### config.mk
export PLATFORM = sky130hd
export DESIGN_NAME = data_cache
export DESIGN_NICKNAME = d
export VERILOG_FILES = /design/src/rtl/data_cache_pkg.sv /design/src/rtl/data_cache_byte_lane.sv /design/src/rtl/data_cache.sv
export SDC_FILE = /design/constraint.sdc
export NUM_CORES = 2
export LEC_CHECK = 0
export ABC_AREA = 1
export CORE_MARGIN = 1.5
export CORE_UTILIZATION = 35
export CTS_CLUSTER_SIZE = 30
export DETAILED_ROUTE_END_ITERATION = 10
export SYNTH_ARGS = -nofsm -noshare
export SYNTH_HDL_FRONTEND = slang
export SYNTH_HIERARCHICAL = 1
export SYNTH_SLANG_ARGS = --single-unit
### constraint.sdc
create_clock -name CLK -period 8.71 [get_ports CLK]
set_input_delay 1.3065 -clock CLK [delete_from_list [all_inputs] [get_ports CLK]]
set_output_delay 1.3065 -clock CLK [all_outputs]
set_load 0.05 [all_outputs]
### src/rtl/data_cache_pkg.sv
// Shared definitions for the direct-mapped write-back data cache:
// controller states, FUNC3 access codes and address-field widths.
package data_cache_pkg;

   typedef enum logic [1:0] {
      IDLE      = 2'd0,
      WRITEBACK = 2'd1,
      FETCH     = 2'd2,
      UPDATE    = 2'd3
   } state_e;

   localparam logic [2:0] F3_B  = 3'b000;
   localparam logic [2:0] F3_H  = 3'b001;
   localparam logic [2:0] F3_W  = 3'b010;
   localparam logic [2:0] F3_BU = 3'b100;
   localparam logic [2:0] F3_HU = 3'b101;

   localparam int unsigned ADDR_W      = 32;
   localparam int unsigned OFFSET_W    = 4;
   localparam int unsigned DEF_INDEX_W = 3;
   localparam int unsigned DEF_TAG_W   = ADDR_W - OFFSET_W - DEF_INDEX_W;
   localparam int unsigned BLOCK_W     = 128;
   localparam int unsigned MEM_ADDR_W  = ADDR_W - OFFSET_W;

endpackage

### src/rtl/data_cache_byte_lane.sv
// Combinational load extraction/extension and store byte-merge for one
// 16-byte cache line; sub-word lanes are aligned by truncating the offset.
module cache_byte_lane
   import data_cache_pkg::*;
(
   input  logic [BLOCK_W-1:0]  block_i,
   input  logic [OFFSET_W-1:0] offset_i,
   input  logic [2:0]          func3_i,
   input  logic [31:0]         wdata_i,
   output logic [31:0]         load_o,
   output logic [BLOCK_W-1:0]  store_o
);

   logic [7:0]  byte_sel;
   logic [15:0] half_sel;
   logic [31:0] word_sel;

   always_comb begin
      byte_sel = block_i[{offset_i, 3'b000} +: 8];
      half_sel = block_i[{offset_i[3:1], 4'b0000} +: 16];
      word_sel = block_i[{offset_i[3:2], 5'b00000} +: 32];

      case (func3_i)
         F3_B:    load_o = {{24{byte_sel[7]}}, byte_sel};
         F3_H:    load_o = {{16{half_sel[15]}}, half_sel};
         F3_W:    load_o = word_sel;
         F3_BU:   load_o = {24'h000000, byte_sel};
         F3_HU:   load_o = {16'h0000, half_sel};
         default: load_o = '0;
      endcase

      store_o = block_i;
      case (func3_i)
         F3_B:    store_o[{offset_i, 3'b000} +: 8]        = wdata_i[7:0];
         F3_H:    store_o[{offset_i[3:1], 4'b0000} +: 16] = wdata_i[15:0];
         F3_W:    store_o[{offset_i[3:2], 5'b00000} +: 32] = wdata_i;
         default: store_o = block_i;
      endcase
   end

endmodule

### src/rtl/data_cache.sv
// Direct-mapped, write-back, write-allocate data cache with zero-stall hits
// and a four-state miss controller talking to a 128-bit block memory.
module data_cache
   import data_cache_pkg::*;
#(
   parameter int unsigned LINES       = 8,
   parameter int unsigned BLOCK_BYTES = 16
) (
   input  logic                  CLK,
   input  logic                  RESET,
   input  logic                  READ,
   input  logic                  WRITE,
   input  logic [ADDR_W-1:0]     ADDRESS,
   input  logic [31:0]           WRITE_DATA,
   input  logic [2:0]            FUNC3,
   output logic [31:0]           READ_DATA,
   output logic                  BUSYWAIT,
   output logic                  MEM_READ,
   output logic                  MEM_WRITE,
   output logic [MEM_ADDR_W-1:0] MEM_ADDRESS,
   output logic [BLOCK_W-1:0]    MEM_WRITE_DATA,
   input  logic [BLOCK_W-1:0]    MEM_READ_DATA,
   input  logic                  MEM_BUSYWAIT
);

   localparam int unsigned INDEX_W = $clog2(LINES);
   localparam int unsigned TAG_W   = ADDR_W - OFFSET_W - INDEX_W;
   localparam int unsigned LINE_W  = BLOCK_BYTES * 8;

   logic [TAG_W-1:0]    tag;
   logic [INDEX_W-1:0]  index;
   logic [OFFSET_W-1:0] offset;

   logic [LINE_W-1:0] data_q [LINES];
   logic [TAG_W-1:0]  tag_q  [LINES];
   logic [LINES-1:0]  valid_q, valid_d;
   logic [LINES-1:0]  dirty_q, dirty_d;

   state_e            state_q, state_d;
   logic              mem_read_q, mem_read_d;
   logic              mem_write_q, mem_write_d;
   logic [LINE_W-1:0] fill_q, fill_d;

   logic              hit;
   logic [LINE_W-1:0] line;
   logic [31:0]       load_data;
   logic [LINE_W-1:0] store_block;
   logic              arr_we;
   logic [LINE_W-1:0] arr_wdata;

   assign tag    = ADDRESS[ADDR_W-1 -: TAG_W];
   assign index  = ADDRESS[OFFSET_W +: INDEX_W];
   assign offset = ADDRESS[OFFSET_W-1:0];
   assign line   = data_q[index];
   assign hit    = valid_q[index] && (tag_q[index] == tag);

   cache_byte_lane u_lane (
      .block_i  (line),
      .offset_i (offset),
      .func3_i  (FUNC3),
      .wdata_i  (WRITE_DATA),
      .load_o   (load_data),
      .store_o  (store_block)
   );

   always_comb begin
      state_d     = state_q;
      mem_read_d  = mem_read_q;
      mem_write_d = mem_write_q;
      fill_d      = fill_q;
      valid_d     = valid_q;
      dirty_d     = dirty_q;
      arr_we      = 1'b0;
      arr_wdata   = line;

      case (state_q)
         IDLE: begin
            // Store takes priority over load when both are requested.
            if (WRITE && hit) begin
               arr_we         = 1'b1;
               arr_wdata      = store_block;
               dirty_d[index] = 1'b1;
            end else if ((READ || WRITE) && !hit) begin
               if (dirty_q[index]) begin
                  state_d     = WRITEBACK;
                  mem_write_d = 1'b1;
               end else begin
                  state_d    = FETCH;
                  mem_read_d = 1'b1;
               end
            end
         end
         WRITEBACK: begin
            if (!MEM_BUSYWAIT) begin
               state_d     = FETCH;
               mem_write_d = 1'b0;
               mem_read_d  = 1'b1;
            end
         end
         FETCH: begin
            if (!MEM_BUSYWAIT) begin
               state_d    = UPDATE;
               mem_read_d = 1'b0;
               fill_d     = MEM_READ_DATA;
            end
         end
         UPDATE: begin
            arr_we         = 1'b1;
            arr_wdata      = fill_q;
            valid_d[index] = 1'b1;
            dirty_d[index] = 1'b0;
            state_d        = IDLE;
         end
         default: state_d = IDLE;
      endcase
   end

   always_ff @(posedge CLK or negedge RESET) begin
      if (!RESET) begin
         state_q     <= IDLE;
         mem_read_q  <= 1'b0;
         mem_write_q <= 1'b0;
         fill_q      <= '0;
         valid_q     <= '0;
         dirty_q     <= '0;
      end else begin
         state_q     <= state_d;
         mem_read_q  <= mem_read_d;
         mem_write_q <= mem_write_d;
         fill_q      <= fill_d;
         valid_q     <= valid_d;
         dirty_q     <= dirty_d;
      end
   end

   always_ff @(posedge CLK) begin
      if (arr_we) begin
         data_q[index] <= arr_wdata;
         tag_q[index]  <= tag;
      end
   end

   // Write-back addresses the evicted line by its stored tag, not the request tag.
   assign MEM_ADDRESS    = (state_q == WRITEBACK) ? {tag_q[index], index} : {tag, index};
   assign MEM_WRITE_DATA = line;
   assign MEM_READ       = mem_read_q;
   assign MEM_WRITE      = mem_write_q;
   assign BUSYWAIT       = RESET && ((state_q != IDLE) || ((READ || WRITE) && !hit));
   assign READ_DATA      = (state_q == IDLE && READ && !WRITE && hit) ? load_data : '0;

endmodule

==> flow_metrics.py <==
metrics = {
    "synthesis": {
        "yosysTopAreaCellShare": 0.540,
        "synthArstFlopShare": 0.108,
        "synthesis.nets": 7174,
        "netlist_area_sq_um": 68100,
        "synth.area.top_cells": "edfxtp_1 (54%), nand2_1 (9.1%), dfrtp_1 (5.4%)",
        "yosysUniqueCellTypes": 45,
        "netlist_instances": 6956,
        "yosys-top-cells-count": "nand2_1 (1653), edfxtp_1 (1224), inv_1 (803)",
        "ys_warn_count": 6,
        "synth_top_area_cell": "edfxtp_1",
        "seq_area_frac_synth": 0.594,
        "synth_seq_cells": 1372,
        "synth_edf_count": 1224,
        "syn_area_per_cell_sq_um": 9.79,
        "ys.flop_type": "edfxtp_1",
        "synth.most_common_cell": "nand2_1",
    },
    "finish": {
        "syn_to_final_growth_pct": 18.8,
        "drive_above_1_share": 0.108,
        "utilization": 0.419,
        "fill_cells": 18700,
        "final_cells": 10000,
        "fin_nets": 7579,
    },
    "clock_tree": {
        "clk_pin_slew_ns": 0.06,
        "cts-root-buf": "clkbuf_16",
        "clock-sinks": 1372,
        "hold_buffers": 0,
        "clock_latency_ns": 0.84,
        "cts_tree": "built",
        "cts_setup_buffers": 0,
        "cts_buffers": 147,
        "clk_path_buf_depth": 3,
        "cts_resized": 0,
        "htreeDepth": 4,
    },
    "sta": {
        "finalHoldViolations": 0,
        "worst_slew_margin_rel": 0.169,
        "maxSlewViolCount": 0,
        "finalSetupViolCount": 0,
        "worst_pin_slew_ns": 1.24,
        "rsz0062_at_grt": "false",
        "fin_skew_ns": 0.0444,
        "period_share": 0.873,
        "max_freq_ghz": 0.131,
        "hold_ws_ns": 0.376,
        "period_minus_slack_ns": 7.61,
    },
    "routing": {
        "drt-wirelength-per-cell_um": 31.7,
        "antenna_left": 0,
        "drcViolationCount": 0,
        "vias": 57800,
        "drtIter0Drc": 7495,
        "finalWirelength_mm": 317,
        "dr.pass1.iters": 6,
        "vias_per_cell": 5.77,
    },
    "worst_setup_path": {
        "start_kind": "input pin",
        "worstPathArrival_ns": 6.30,
        "crit_required_ns": 7.40,
        "crit_path_end_kind": "output pin",
        "timing.rr.start": "tag_q[2][19]",
        "regToRegEndpoint": "data_q[1][101]",
        "rr_worst_depth": 15,
        "crit_fanout": 39,
        "reg2reg_slack_ns": 3.72,
        "crit_type": "input pin to output pin",
    },
    "placed_design": {
        "place.gp.congestion": 1.10,
        "place_inst": 9737,
        "io_buffers": 390,
        "hpwl_mm": 223,
    },
    "die": {
        "die_y_um": 444,
        "start_util": 0.353,
        "die-area_sq_um": 197000,
        "coreArea_sq_um": 193000,
        "ios": 391,
        "num_rows": 161,
        "die-width_um": 444,
    },
    "hold_path": {
        "min_path_type": "input pin to async pin",
    },
    "global_route": {
        "grt-ovfl-total": 0,
        "grtUsageTotal": 0.314,
        "antenna_found_initial": 8,
        "grt_pass1_wl_mm": 436,
        "grt_max_degree": 119,
        "grt_pass1_vias": 54200,
    },
    "pwr": {
        "irDropWorstVdd_mv": 0.223,
        "p_leak_uw": 0.0313,
        "power_density_nw_per_um2": 284,
    },
    "job": {
        "max-cap-violations": 0,
    },
    "outcome": {
        "status": "complete, no violations",
    },
}
## state kept, by name (all words and copies together) (netlist names), named ones only
signal	count
data_q	1024
tag_q	200
fill_q	128
valid_q	8
state_q	2
MEM_READ	1
MEM_WRITE	1
## per-layer routing
| metal | global-route usage | routed length (um) | vias up |
|---|---|---|---|
| li1 | - | - | 24900 |
| met1 | 0.420 | 127000 | 28800 |
| met2 | 0.475 | 139000 | 3449 |
| met3 | 0.0692 | 31400 | 640 |
| met4 | 0.168 | 19300 | 2 |
| met5 | 0 | 17 | - |
## logic make-up (layout without fill, tap and decap cells)
group | Yosys count | count (layout) | synth area share
compound gates | 1094 | 1094 | 0.106
xor+xnor | 2 | 2 | 0.000257
fa+ha+maj | 18 | 18 | 0.00331
buf+inv | 1258 | 1786 | 0.0785
flops | 1372 | 1372 | 0.594
mux | 128 | 128 | 0.0212
other cells | 0 | 7 | 0
simple gates | 3084 | 3084 | 0.196
## how the worst max path moves through the flow
stage	startpoint	end	slack [ns]
global placement	ADDRESS[5]	READ_DATA[3]	1.24
CTS	ADDRESS[5]	READ_DATA[13]	1.27
floorplan	ADDRESS[4]	data_q[0][0]	-1.25
finish	ADDRESS[5]	READ_DATA[22]	1.10
global route	ADDRESS[5]	READ_DATA[13]	1.02
detailed placement	ADDRESS[5]	READ_DATA[13]	1.28
## placed cells by master (no fill, tap or decap), types with 12 or more instances in the layout
| cell | n |
|---|---|
| ha_1 | 14 |
| nor3_1 | 20 |
| inv_2 | 19 |
| a22o_1 | 213 |
| nor2_1 | 460 |
| clkbuf_16 | 148 |
| dfrtp_1 | 148 |
| nand3_1 | 587 |
| clkdlybuf4s50_1 | 351 |
| inv_1 | 800 |
| nor2_2 | 50 |
| o21ai_0 | 172 |
| o21ai_1 | 19 |
| a221oi_1 | 170 |
| nor2_4 | 27 |
| clkbuf_8 | 12 |
| edfxtp_1 | 1224 |
| nand2_1 | 1652 |
| clkinv_2 | 15 |
| o22ai_1 | 19 |
| nand2_2 | 13 |
| a21oi_1 | 394 |
| o2bb2ai_1 | 27 |
| nand4_1 | 234 |
| clkinv_1 | 27 |
| o211ai_1 | 31 |
| buf_12 | 75 |
| buf_4 | 251 |
| mux2_2 | 128 |
| clkbuf_1 | 49 |
| a22oi_1 | 29 |
## where the power goes
| group | leakage (uW) | internal [uW] | switching [uW] |
|---|---|---|---|
| clock | 0.00230 | 3540 | 2670 |
| combinational | 0.0162 | 1700 | 5500 |
| sequential | 0.0128 | 9340 | 262 |
## final cells by class
type                    count  area (sq um)  area share
repair buffers            681          6930      0.0857
diodes                      7          17.5    0.000216
clock buffers             208          4040      0.0499
multi-input cells        4326         22400       0.277
flip-flops and latches   1372         40500       0.500
inverters                 833          3160      0.0391
clock inverters            64           716     0.00884
well taps                2526          3160      0.0391
## per-stage QoR
step / instance area, sq um / worst slack [ns] / TNS [ns] / total power, uW
finish: 80900 / 1.10 / 0 / 23000
global route: 80900 / 1.02 / 0 / 23700
CTS: 80900 / 1.27 / 0 / 22900
detailed placement: 76100 / 1.28 / 0 / 16700
global placement: 76100 / 1.24 / 0 / 16600
floorplan: 68100 / -1.25 / -1529.29 / 13400
## worst max-delay path: stages
cell and delay [ns]:
clkdlybuf4s50_1 0.78, nor2_2 0.60, nand2_1 0.30, inv_6 0.31, buf_12 0.28, buf_4 0.25
a22o_1 0.16, a221oi_1 0.05, nand2_1 0.48, inv_1 0.18, o21ai_0 0.69, nand2_1 0.14
nor2_1 0.13, a21oi_1 0.06, nand2_1 0.10, inv_1 0.05, nor2_2 0.15, buf_12 0.16
Note: power is estimated with default switching activity, not from simulation.
